==> src/rtl/routing_stage_wormhole_mesh_if.sv <==
// Flit handshake bundle for the mesh routing stage: one input channel
// plus five per-direction output channels (err_o with ROUTE_BOUNDS_CHECK_EN).
interface routing_stage_wormhole_mesh_if #(
    parameter int DATA_WIDTH = 32
);
    logic                       valid_i;
    logic                       ready_o;
    logic [DATA_WIDTH-1:0]      data_i;
    logic                       last_i;
    logic [4:0]                 valid_o;
    logic [4:0]                 ready_i;
    logic [4:0][DATA_WIDTH-1:0] data_o;
    logic                       last_o;
`ifdef ROUTE_BOUNDS_CHECK_EN
    logic                       err_o;
`endif

    modport master (
        output valid_i,
        output data_i,
        output last_i,
        output ready_i,
        input  ready_o,
        input  valid_o,
        input  data_o,
`ifdef ROUTE_BOUNDS_CHECK_EN
        input  err_o,
`endif
        input  last_o
    );

    modport slave (
        input  valid_i,
        input  data_i,
        input  last_i,
        input  ready_i,
        output ready_o,
        output valid_o,
        output data_o,
`ifdef ROUTE_BOUNDS_CHECK_EN
        output err_o,
`endif
        output last_o
    );
endinterface

==> src/rtl/routing_stage_wormhole_mesh.sv <==
// Wormhole XY/YX route-compute stage with a 2-entry skid output buffer.
// Optional ROUTE_BOUNDS_CHECK_EN forces off-mesh heads local and flags err_o.
module routing_stage_wormhole_mesh #(
    parameter int DATA_WIDTH   = 32,
    parameter int X_WIDTH      = 2,
    parameter int Y_WIDTH      = 2,
    parameter int SOURCE_X     = 1,
    parameter int SOURCE_Y     = 1,
    parameter int ROUTING_MODE = 0,
    parameter int MESH_X       = 4,
    parameter int MESH_Y       = 4
) (
    input logic                     clk_i,
    input logic                     rst_i,
    routing_stage_wormhole_mesh_if.slave bus
);

    localparam logic [0:0] ST_HEAD = 1'b0;
    localparam logic [0:0] ST_BODY = 1'b1;

    localparam logic [X_WIDTH-1:0] SRC_X = X_WIDTH'(SOURCE_X);
    localparam logic [Y_WIDTH-1:0] SRC_Y = Y_WIDTH'(SOURCE_Y);

    logic [X_WIDTH-1:0] dest_x;
    logic [Y_WIDTH-1:0] dest_y;
    logic [2:0]         x_sel;
    logic [2:0]         y_sel;
    logic [2:0]         calc_sel;
    logic [2:0]         route_sel;
    logic [2:0]         in_sel;
    logic               head_oob;

    logic [0:0]            state_q, state_d;
    logic [2:0]            lock_sel_q, lock_sel_d;
    logic                  err_q, err_d;

    logic [DATA_WIDTH-1:0] main_data_q, main_data_d;
    logic                  main_last_q, main_last_d;
    logic [2:0]            main_sel_q, main_sel_d;
    logic                  main_valid_q, main_valid_d;

    logic [DATA_WIDTH-1:0] skid_data_q, skid_data_d;
    logic                  skid_last_q, skid_last_d;
    logic [2:0]            skid_sel_q, skid_sel_d;
    logic                  skid_valid_q, skid_valid_d;

    logic accept;
    logic drain;
    logic is_head;

    assign dest_x = bus.data_i[DATA_WIDTH-1 -: X_WIDTH];
    assign dest_y = bus.data_i[DATA_WIDTH-1-X_WIDTH -: Y_WIDTH];

    always_comb begin
        x_sel = 3'd0;
        y_sel = 3'd0;
        if (dest_x > SRC_X) begin
            x_sel = 3'd2;
        end else if (dest_x < SRC_X) begin
            x_sel = 3'd4;
        end
        if (dest_y > SRC_Y) begin
            y_sel = 3'd3;
        end else if (dest_y < SRC_Y) begin
            y_sel = 3'd1;
        end
        if (ROUTING_MODE == 0) begin
            calc_sel = (x_sel != 3'd0) ? x_sel : y_sel;
        end else begin
            calc_sel = (y_sel != 3'd0) ? y_sel : x_sel;
        end
    end

`ifdef ROUTE_BOUNDS_CHECK_EN
    assign head_oob = (32'(dest_x) >= 32'(MESH_X)) ||
                      (32'(dest_y) >= 32'(MESH_Y));
`else
    assign head_oob = 1'b0;

    // Mesh size only matters when bounds checking is built in.
    if (MESH_X < 1 || MESH_Y < 1) begin : g_mesh_unused
    end
`endif

    assign route_sel = head_oob ? 3'd0 : calc_sel;
    assign is_head   = (state_q == ST_HEAD);
    assign in_sel    = is_head ? route_sel : lock_sel_q;

    assign bus.ready_o = ~skid_valid_q & ~rst_i;
    assign accept      = bus.valid_i & bus.ready_o;
    assign drain       = main_valid_q & bus.ready_i[main_sel_q];

    always_comb begin
        state_d    = state_q;
        lock_sel_d = lock_sel_q;
        err_d      = 1'b0;
        if (accept) begin
            if (is_head) begin
                err_d = head_oob;
                if (!bus.last_i) begin
                    state_d    = ST_BODY;
                    lock_sel_d = route_sel;
                end
            end else if (bus.last_i) begin
                state_d = ST_HEAD;
            end
        end
    end

    always_comb begin
        main_data_d  = main_data_q;
        main_last_d  = main_last_q;
        main_sel_d   = main_sel_q;
        main_valid_d = main_valid_q;
        skid_data_d  = skid_data_q;
        skid_last_d  = skid_last_q;
        skid_sel_d   = skid_sel_q;
        skid_valid_d = skid_valid_q;

        if (drain) begin
            main_data_d  = skid_data_q;
            main_last_d  = skid_last_q;
            main_sel_d   = skid_sel_q;
            main_valid_d = skid_valid_q;
            skid_valid_d = 1'b0;
        end

        // Accept implies skid empty, so main is free unless it is stalled.
        if (accept) begin
            if (!main_valid_q || drain) begin
                main_data_d  = bus.data_i;
                main_last_d  = bus.last_i;
                main_sel_d   = in_sel;
                main_valid_d = 1'b1;
            end else begin
                skid_data_d  = bus.data_i;
                skid_last_d  = bus.last_i;
                skid_sel_d   = in_sel;
                skid_valid_d = 1'b1;
            end
        end
    end

    always_ff @(posedge clk_i) begin
        if (rst_i) begin
            state_q      <= ST_HEAD;
            lock_sel_q   <= 3'd0;
            err_q        <= 1'b0;
            main_data_q  <= '0;
            main_last_q  <= 1'b0;
            main_sel_q   <= 3'd0;
            main_valid_q <= 1'b0;
            skid_data_q  <= '0;
            skid_last_q  <= 1'b0;
            skid_sel_q   <= 3'd0;
            skid_valid_q <= 1'b0;
        end else begin
            state_q      <= state_d;
            lock_sel_q   <= lock_sel_d;
            err_q        <= err_d;
            main_data_q  <= main_data_d;
            main_last_q  <= main_last_d;
            main_sel_q   <= main_sel_d;
            main_valid_q <= main_valid_d;
            skid_data_q  <= skid_data_d;
            skid_last_q  <= skid_last_d;
            skid_sel_q   <= skid_sel_d;
            skid_valid_q <= skid_valid_d;
        end
    end

    always_comb begin
        bus.valid_o = main_valid_q ? 5'(5'b00001 << main_sel_q) : 5'b00000;
        bus.last_o  = main_last_q & main_valid_q;
        for (int i = 0; i < 5; i++) begin
            if (main_valid_q && (main_sel_q == 3'(i))) begin
                bus.data_o[i] = main_data_q;
            end else begin
                bus.data_o[i] = '0;
            end
        end
    end

`ifdef ROUTE_BOUNDS_CHECK_EN
    assign bus.err_o = err_q;
`else
    logic unused_err;
    assign unused_err = err_q;
`endif

endmodule
==> src/flat_wrapper.sv <==
// flat-port wrapper written by rule: the top's interface ports become plain ports
module routing_stage_wormhole_mesh_flat 
#(
    parameter int DATA_WIDTH   = 32,
    parameter int X_WIDTH      = 2,
    parameter int Y_WIDTH      = 2,
    parameter int SOURCE_X     = 1,
    parameter int SOURCE_Y     = 1,
    parameter int ROUTING_MODE = 0,
    parameter int MESH_X       = 4,
    parameter int MESH_Y       = 4
)
  (clk_i, rst_i, bus_valid_i, bus_data_i, bus_last_i, bus_ready_i, bus_ready_o, bus_valid_o, bus_data_o, bus_last_o);
  routing_stage_wormhole_mesh_if #(.DATA_WIDTH(DATA_WIDTH)) bus_i ();
  input logic clk_i;
  input logic rst_i;
  input wire logic [$bits(bus_i.valid_i)-1:0] bus_valid_i;
  input wire logic [$bits(bus_i.data_i)-1:0] bus_data_i;
  input wire logic [$bits(bus_i.last_i)-1:0] bus_last_i;
  input wire logic [$bits(bus_i.ready_i)-1:0] bus_ready_i;
  output wire logic [$bits(bus_i.ready_o)-1:0] bus_ready_o;
  output wire logic [$bits(bus_i.valid_o)-1:0] bus_valid_o;
  output wire logic [$bits(bus_i.data_o)-1:0] bus_data_o;
  output wire logic [$bits(bus_i.last_o)-1:0] bus_last_o;
  assign bus_i.valid_i = bus_valid_i;
  assign bus_i.data_i = bus_data_i;
  assign bus_i.last_i = bus_last_i;
  assign bus_i.ready_i = bus_ready_i;
  assign bus_ready_o = bus_i.ready_o;
  assign bus_valid_o = bus_i.valid_o;
  assign bus_data_o = bus_i.data_o;
  assign bus_last_o = bus_i.last_o;
  routing_stage_wormhole_mesh #(.DATA_WIDTH(DATA_WIDTH), .X_WIDTH(X_WIDTH), .Y_WIDTH(Y_WIDTH), .SOURCE_X(SOURCE_X), .SOURCE_Y(SOURCE_Y), .ROUTING_MODE(ROUTING_MODE), .MESH_X(MESH_X), .MESH_Y(MESH_Y)) u_core (.clk_i(clk_i), .rst_i(rst_i), .bus(bus_i));
endmodule
==> config.mk <==
export PLATFORM = sky130hd
export DESIGN_NAME = routing_stage_wormhole_mesh_flat
export DESIGN_NICKNAME = d
export VERILOG_FILES = /design/src/rtl/routing_stage_wormhole_mesh_if.sv /design/src/rtl/routing_stage_wormhole_mesh.sv /design/src/flat_wrapper.sv
export SDC_FILE = /design/constraint.sdc
export NUM_CORES = 1
export LEC_CHECK = 0
export CAP_MARGIN = 30
export CORE_MARGIN = 1
export CORE_UTILIZATION = 39
export DETAILED_ROUTE_END_ITERATION = 7
export PLACE_DENSITY_LB_ADDON = 0.15
export SLEW_MARGIN = 20
export SYNTH_ARGS = -nofsm -noshare
export SYNTH_HDL_FRONTEND = slang
export SYNTH_SLANG_ARGS = --single-unit
==> constraint.sdc <==
create_clock -name clk_i -period 2 [get_ports clk_i]
set_clock_uncertainty 0.15 [all_clocks]
set_input_delay 0.6 -clock clk_i [delete_from_list [all_inputs] [get_ports clk_i]]
set_output_delay 0.6 -clock clk_i [all_outputs]
set_load 0.02 [all_outputs]
# Word-level counts from Yosys, hierarchy flattened
# Index checks and enable logic that the tools add are counted.
# totals
ff_bits	78
inputBits	41
output_inout_bits	167
wordCells	70
# classes
n_lt_le_gt_ge	5
eq_ne	4
n_shift	1
mux	30
bitwise_logic	9
reduce_logical	11
# op_table
cell	n
32-bit 2-to-1 mux	8
3-bit 2-to-1 mux	8
1-bit 2-to-1 mux	12
3-bit by 2-bit equality test with 1-bit output, second input constant	2
1-bit logical AND	5
5-bit 2-to-1 mux	1
1-bit inverter	5
1-bit by 3-bit << shifter with 5-bit output, first input constant	1
1-bit bitwise AND	4
2-bit by 1-bit > comparator with 1-bit output, second input constant	2
2-bit by 1-bit less-than comparator with 1-bit output, second input constant	2
3-bit by 4-bit less-than comparator with 1-bit output, second input constant	1
1-bit binary-select mux with 3-bit select	1
3-bit by 1-bit equality test with 1-bit output, second input constant	1
3-bit equality test, second input constant	1
3-bit zero test	1
3-bit AND reduction	1
3-bit nonzero test	1
2-bit AND reduction	1
1-bit zero test	1
1-bit logical OR	1

# Depth between registers and ports, before layout
# depth
word_depth	8
ltp_mapped	7
depth_no_buf	4

# Least setup slack after synthesis
# OpenSTA, ideal clock, no wires.
# synth_path
kind	reg-to-output
start	reg u_core.main_sel_q[2]
end	out bus_data_o[54]
t_arrival_ns	1.654
required_time_ns	1.250
setup_slack_ns	-0.404
path_stages_with_launch	6
n_path_buf	2
path_cell_list	dfxtp_1 > clkbuf_2 > nand2b_1 > nor3b_1 > clkbuf_1 > and2_1
# synth_between
elab_chain_cells	3
# synth_lines
element	line	rtl
from (decl)	routing_stage_wormhole_mesh.sv:39	logic [2:0] main_sel_q, main_sel_d;
from (signal assigned)	routing_stage_wormhole_mesh.sv:163	main_sel_q <= main_sel_d;
3-bit by 1-bit equality test with 1-bit output	routing_stage_wormhole_mesh.sv:176	if (main_valid_q && (main_sel_q == 3'(i))) begin
1-bit logical AND	routing_stage_wormhole_mesh.sv:176	
32-bit 2-to-1 mux	routing_stage_wormhole_mesh.sv:176	
to (decl)	flat_wrapper.sv:23	output wire logic [$bits(bus_i.data_o)-1:0] bus_data_o;
# No other way between the ends.

# Worst setup path after layout
# layout_path
start	reg u_core.main_sel_q[0]
end	out bus_data_o[19]
# layout_between
elab_chain_cells	3
# layout_lines
element	line
3-bit zero test	routing_stage_wormhole_mesh.sv:176
1-bit logical AND	routing_stage_wormhole_mesh.sv:176
32-bit 2-to-1 mux	routing_stage_wormhole_mesh.sv:176
# No other way between the ends.

==> results.txt <==
* Family of cells with the greatest summed delay on the critical path: buffers and inverters
- Slowest cell on the critical path: sky130_fd_sc_hd__dfxtp_4
- The number of buffers and inverters on the critical path is 5.
- The most numerous cell type found on the critical path is sky130_fd_sc_hd__buf_6.
- Slew Limit Headroom: 0.684
- Critical path data required time: 1.25 ns
- The cell area that synthesis handed to floorplanning was 4870 sq um.
* Maximum vdd ir drop: 0.554 mV
- The final count of hold timing violations was 0.
* Final #Nets: 938
- Detailed router's first-iteration violation count: 674
- Hold is met by 0.323 ns.
- Type of destination of the critical path: output port
- CTS placed an instance of sky130_fd_sc_hd__clkbuf_16 at the clock tree root.
- GRT Overall Usage: 0.284
- Least setup slack across all paths after layout: -0.504 ns
- Failing checks: setup timing
- The first global-routing pass estimated 29.2 mm of wire.
* Result of the run: complete, but fails checks
- Setup violations remaining at the end of the flow were counted as 240.
* Largest fanout on the critical path: 6
- Worst reg-to-reg path cell count: 8
* Launch point of the worst reg-to-reg path: u_core.main_sel_q[0]
- Entering global routing, the biggest net connects 79 pins.
- Clock latency of the later-clocked register in the worst-skew pair: 0.35 ns
* Fill cell count: 701
- Worst stage delay on the critical path: 0.37 ns
* Final critical delay including setup and external delays: 2.50 ns
* CP Data Arrival Time: 1.75 ns
- Crit share post-route: 1.25
- The final layout contains routed wiring with a total length of 24.6 mm.
- Die ar.: 12900 sq um
- Placer's final routability congestion estimate: 0.839
- Measured along the x axis, the die boundary spans 114 um.
- The count of nets left with antenna violations once routing finished came out at 0.
- Mean instance size in the synthesized netlist: 7.92 sq um
* Vertical extent of the die: 114 um
- Setup repair after global routing could not meet its margin everywhere.
- In the final layout, the share of cells above drive strength 1 is 0.596.
* I/O pins: 208
- For this run, design rule violations remaining after detail routing come to 0.
* Warning count from the yosys run: 0
- DP HPWL: 12.3 mm
* Cells along the critical path: buf_6, nor3_4, buf_12, buf_8, clkbuf_16, and2_2, buf_6
- Path category of the worst min-delay check: reg -> reg
- Counting instances, the worst hold path has a depth of 2.
- Standard cell core area: 12100 sq um
* Final antenna diode count: 0
- At the pin with the least slew margin, the transition time is 0.474 ns.
* Via/cell ratio: 6.02
- CTS saw 78 sinks.
- Max capacitance violation total: 0
* Hold path startpoint: u_core.lock_sel_q[2]
* Share of the yosys chip area belonging to registers: 0.321
- Clock-pin slew was measured on the worst setup and hold paths at 0.07 ns.
- Counting every net in the synthesized netlist gives 656.
- The area growth from synthesis to layout is 98.8%.
- Counting along the longest clock path gives a buffer depth of 2.
- 1st-pass router iterations: 7
* Crit. Startpoint: u_core.main_sel_q[0]
- Once layout is done, the placed cells without fillers occupy 9680 sq um.
- Timing-limited maximum frequency: 399 MHz
* Endpoint, Worst Hold: u_core.lock_sel_q[2]
- In this run the register-to-register setup slack is -0.37 ns.
- The via count of the first global-routing pass came to 5693.
- Flip-flop and latch count after synthesis: 78
* Buffers on Ports: 207
- CP startpoint kind: flop
* Total leakage power: 0.00408 uW
* PwrDens: 647 nW/um^2
* Global route overflow: 0
- In this run the core area contains 40 standard-cell rows.
- Dividing the detail-routed wire length by the instance count gives 23.0 um.
* Worst R2R End: u_core.main_data_q[22]
- Antenna violations before repair: 0
* Initial core utilization: 0.402
- The clock tree synthesis step divided the H-tree into 3 levels.
- Gate Count Post-Synth: 615
- The synthesized netlist contains 37 unique library cells.
- The number of clock buffers added by TritonCTS is 9.
- TritonCTS built the clock tree.
* Vias: 6443
- Post-placement cell area: 7730 sq um
- Category of the most critical setup path: reg -> out
* Final number of max-transition violations: 0
metal layers:
layer	vias up	wire (um)	GRT usage
met5	-	0	0
met4	0	1250	0.125
met3	115	2190	0.0473
met2	478	12200	0.501
met1	3072	8960	0.339
li1	2778	-	-
area by class of cell:
cell class | count | area, sq um | area share
Multi-Input combinational cell | 436 | 3720 | 0.384
Tap cell | 168 | 210 | 0.0217
Sequential cell | 78 | 1570 | 0.162
Clock inverter | 7 | 57.6 | 0.00595
Inverter | 34 | 128 | 0.0132
Timing Repair Buffer | 338 | 3770 | 0.389
Clock buffer | 9 | 225 | 0.0233
cells in the final DEF (no fill, tap or decap), drive strengths merged:
cell type	count
or3b	1
mux2i	8
buf	275
a22oi	2
a21oi	9
clkbuf	32
dfxtp	78
o221ai	32
nor4	1
and2	160
a21o	2
mux2	2
o31ai	33
nor3b	4
nor2b	5
nand2	7
clkdlybuf4s50	34
or3	35
nor2	10
inv	37
a22o	1
nand3	67
a2111oi	2
o21ai	2
nand4bb	1
nor4bb	1
nand2b	4
nor3	4
a221oi	34
o21bai	1
dlymetal6s2s	6
and4b	1
clkinv	2
clkinvlp	2
a211oi	7
worst min-delay path: stages (launching register included):
cell and delay [ns]:
sky130_fd_sc_hd__dfxtp_1 0.32, sky130_fd_sc_hd__nand2_1 0.05, sky130_fd_sc_hd__a21oi_1 0.05
state kept, by name, indices dropped and copies added (netlist names):
signal	count
u_core.lock_sel_q	3
u_core.main_data_q	32
u_core.main_last_q	1
u_core.main_sel_q	3
u_core.main_valid_q	1
u_core.skid_data_q	32
u_core.skid_last_q	1
u_core.skid_sel_q	3
u_core.skid_valid_q	1
u_core.state_q	1
power by group:
group / total (uW) / switching (uW) / internal (uW)
logic: 2660 / 1340 / 1320
clock network: 1610 / 754 / 859
registers: 1980 / 262 / 1720
what timing repair did:
item / 4_1_cts / 5_1_grt
buffers inserted: 4 / 41
pin swaps: 1 / 31
hold buffers: 0 / 0
resized for setup: 661 / 457
setup endpoints to repair: 244 / 244
gates cloned: 1 / 23
synthesized netlist by cell type:
cell,n,area [sq um]
sky130_fd_sc_hd__nor2b_1,5,31.3
sky130_fd_sc_hd__and4b_1,1,10.0
sky130_fd_sc_hd__clkbuf_2,2,10.0
sky130_fd_sc_hd__or3_1,35,219
sky130_fd_sc_hd__buf_2,19,95.1
sky130_fd_sc_hd__o21bai_1,1,7.51
sky130_fd_sc_hd__nor2_1,9,33.8
sky130_fd_sc_hd__a221oi_1,34,298
sky130_fd_sc_hd__clkinv_1,1,3.75
sky130_fd_sc_hd__clkbuf_1,45,169
sky130_fd_sc_hd__nand2b_1,4,25.0
sky130_fd_sc_hd__nand4bb_1,1,11.3
sky130_fd_sc_hd__a2111oi_0,2,17.5
sky130_fd_sc_hd__dfxtp_1,78,1560
sky130_fd_sc_hd__a211oi_1,7,52.6
sky130_fd_sc_hd__nor3b_1,4,30.0
sky130_fd_sc_hd__mux2_2,2,22.5
sky130_fd_sc_hd__mux2i_1,8,80.1
sky130_fd_sc_hd__a21o_1,2,15.0
sky130_fd_sc_hd__a22oi_1,1,7.51
sky130_fd_sc_hd__nand2_1,7,26.3
sky130_fd_sc_hd__nor3_2,1,10.0
sky130_fd_sc_hd__a21oi_1,9,45.0
sky130_fd_sc_hd__nand3_1,67,335
sky130_fd_sc_hd__o221ai_1,32,280
sky130_fd_sc_hd__or3b_4,1,11.3
sky130_fd_sc_hd__nor4bb_1,1,10.0
sky130_fd_sc_hd__o21ai_0,2,10.0
sky130_fd_sc_hd__o31ai_1,33,248
sky130_fd_sc_hd__a22o_1,1,8.76
sky130_fd_sc_hd__nor3_1,3,15.0
sky130_fd_sc_hd__nor4_1,1,6.26
sky130_fd_sc_hd__nor2_2,1,6.26
sky130_fd_sc_hd__a22oi_4,1,21.3
sky130_fd_sc_hd__buf_6,1,11.3
sky130_fd_sc_hd__inv_1,33,124
sky130_fd_sc_hd__and2_1,160,1000
metrics by stage:
stage | power (uW) | util | instances | setup WS [ns] | TNS [ns]
floorplan | 2840 | - | 615 | -0.155 | -1.90
global placement | 3570 | 0.638 | 986 | -0.530 | -109.34
detailed placement | 3630 | 0.638 | 986 | -0.617 | -116.95
CTS | 5190 | 0.670 | 1007 | -0.457 | -76.52
global route | 6410 | 0.799 | 1070 | -0.537 | -87.69
finish | 6260 | 0.799 | 1070 | -0.504 | -78.47
worst max-delay path by stage:
stage,to,depth (start not counted)
detailed placement,u_core.main_data_q[20],6
finish,bus_data_o[19],7
global route,bus_data_o[0],7
floorplan,u_core.lock_sel_q[2],6
CTS,bus_data_o[29],5
global placement,u_core.main_data_q[31],6
logic make-up after synthesis:
kind of cell	synth area share
compound gates	0.208
mux	0.0211
flops	0.321
buf+inv	0.0848
simple gates	0.366
No activity file was read; power rests on OpenSTA's default activity.
==> variant, RTL diff (same settings) <==
Reset style: asynchronous (`rst_i`), changed in one clocked block.
--- a/src/rtl/routing_stage_wormhole_mesh.sv
+++ b/src/rtl/routing_stage_wormhole_mesh.sv
@@ -142,5 +142,5 @@
     end
 
-    always_ff @(posedge clk_i) begin
+    always_ff @(posedge clk_i or posedge rst_i) begin
         if (rst_i) begin
             state_q      <= ST_HEAD;
Behaviour: differs if rst_i is asserted again (counterexample within 4 cycles, from zero or initial values and one cycle with rst_i high); with rst_i held inactive, the same outputs for 4 cycles.
==> variant against the unedited design <==
- the run still ends with setup timing left
- via count is 12% lower
- worst setup slack worse by 16 ps
- count of clock-buffer cells in the layout is 3 higher
- critical path depth stayed put
- sequential cell count stayed put
- worst hold slack worse by 7.5 ps
- routed wire length is 12% lower
- global-route usage is 2.3 points lower
- maximum frequency is 0.64% lower
- cell area is 1.9% higher
- sequential share of layout area is 3.6 points higher
- area after synthesis is 16% higher
Power is not compared: it rests on default switching activity, and its combinational part moved more than twofold at a synthesized area within 25%.
==> variant: results <==
[yosys]
synth_ff_type = "dfrtp_1"
synthCells = 586
synth_nets = 627
async_reset_ff_frac = 1.00
ys_top_cells_by_count = "158 x and2_1, 78 x dfrtp_1, 66 x a211oi_1, 39 x clkbuf_1"
synth-compound-area-share = 0.115

[global_routing]
grt_use_total = 0.261
antenna_found_initial = 1
grt_max_degree = 69
grt_pass1_wl_mm = 29.8
grt_pass1_vias = 5429

[hold_path]
min_path_type = "primary input to async pin"

[worst_setup_path]
critical_path.top_delay_family = "simple AND/OR/NAND/NOR gates"
crit_slowest_cell = "dfrtp_1"
r2r_start = "u_core.main_sel_q[1]"
arrival_ps = 1770
r2r_setup_slack_ps = -260
startpoint = "u_core.main_sel_q[2]"

[finish]
utilization = 0.702
buf_share = 0.341
nMultiInputCombCells = 446
clk_share = 0.0306
diodes = 1
drive_above_1_share = 0.631
n_all_buffers = 307
multi_input_area_share = 0.404
num-nonclk-inverters = 6

[status]
failed_checks = "setup timing"
status = "complete, but fails checks"

[sta]
layout_setup_ws_ps = -520
setup_viol = 238
setup_tns_ps = -80920

[drt]
routedWlPerCell_um = 20.9

[placed_design]
placed_cells = 973
placed_area_mm2 = 0.00842
variant: cell count changes after synthesis, sizes merged, moves of 34 or more:
| cell | before | now |
|---|---|---|
| or3 | 35 | 1 |
| and3 | 0 | 34 |
| or2 | 0 | 34 |
| dfrtp | 0 | 78 |
| dfxtp | 78 | 0 |
| mux2 | 2 | 44 |
| a211oi | 7 | 66 |
| nand3 | 67 | 1 |
variant: layer usage:
layer | GRT usage | wire length [µm] | share of wire | vias up
met3 | 0.0474 | 1350 | 0.062 | 30
met5 | 0 | 0 | 0 | -
met2 | 0.450 | 11000 | 0.51 | 234
met4 | 0.0869 | 397 | 0.018 | 0
met1 | 0.327 | 8890 | 0.41 | 2837
li1 | - | - | - | 2578
variant: worst min path at each step:
stage,start,to,slack [ps],cells past startpoint
6_report,rst_i,u_core.skid_valid_q,320,3
5_1_grt,rst_i,u_core.main_data_q[28],340,3
4_1_cts,u_core.skid_data_q[29],u_core.skid_data_q[29],330,1
3_5_place_dp,u_core.skid_data_q[29],u_core.skid_data_q[29],320,1
3_3_place_gp,u_core.skid_data_q[28],u_core.skid_data_q[28],310,1
2_1_floorplan,u_core.skid_data_q[25],u_core.skid_data_q[25],300,1
variant: worst reg2reg max path, cell delays in order, from the launching register on:
cell and delay [ps]:
dfrtp_2 420, buf_6 160, mux2i_4 320, o22ai_4 130, nor3b_4 230, buf_6 160, buf_6 120, clkbuf_16 150
mux2_4 300
variant: what timing repair did:
action | CTS | global route
buffers inserted | 11 | 22
resized for setup | 820 | 260
pin swaps | 4 | 46
gates cloned | 5 | 11
setup endpoints to repair | 243 | 244
variant: power breakdown:
| part | switching, W | internal (W) |
|---|---|---|
| clock | 0.000661 | 0.00103 |
| combinational | 0.00468 | 0.00550 |
| sequential | 0.000999 | 0.00241 |
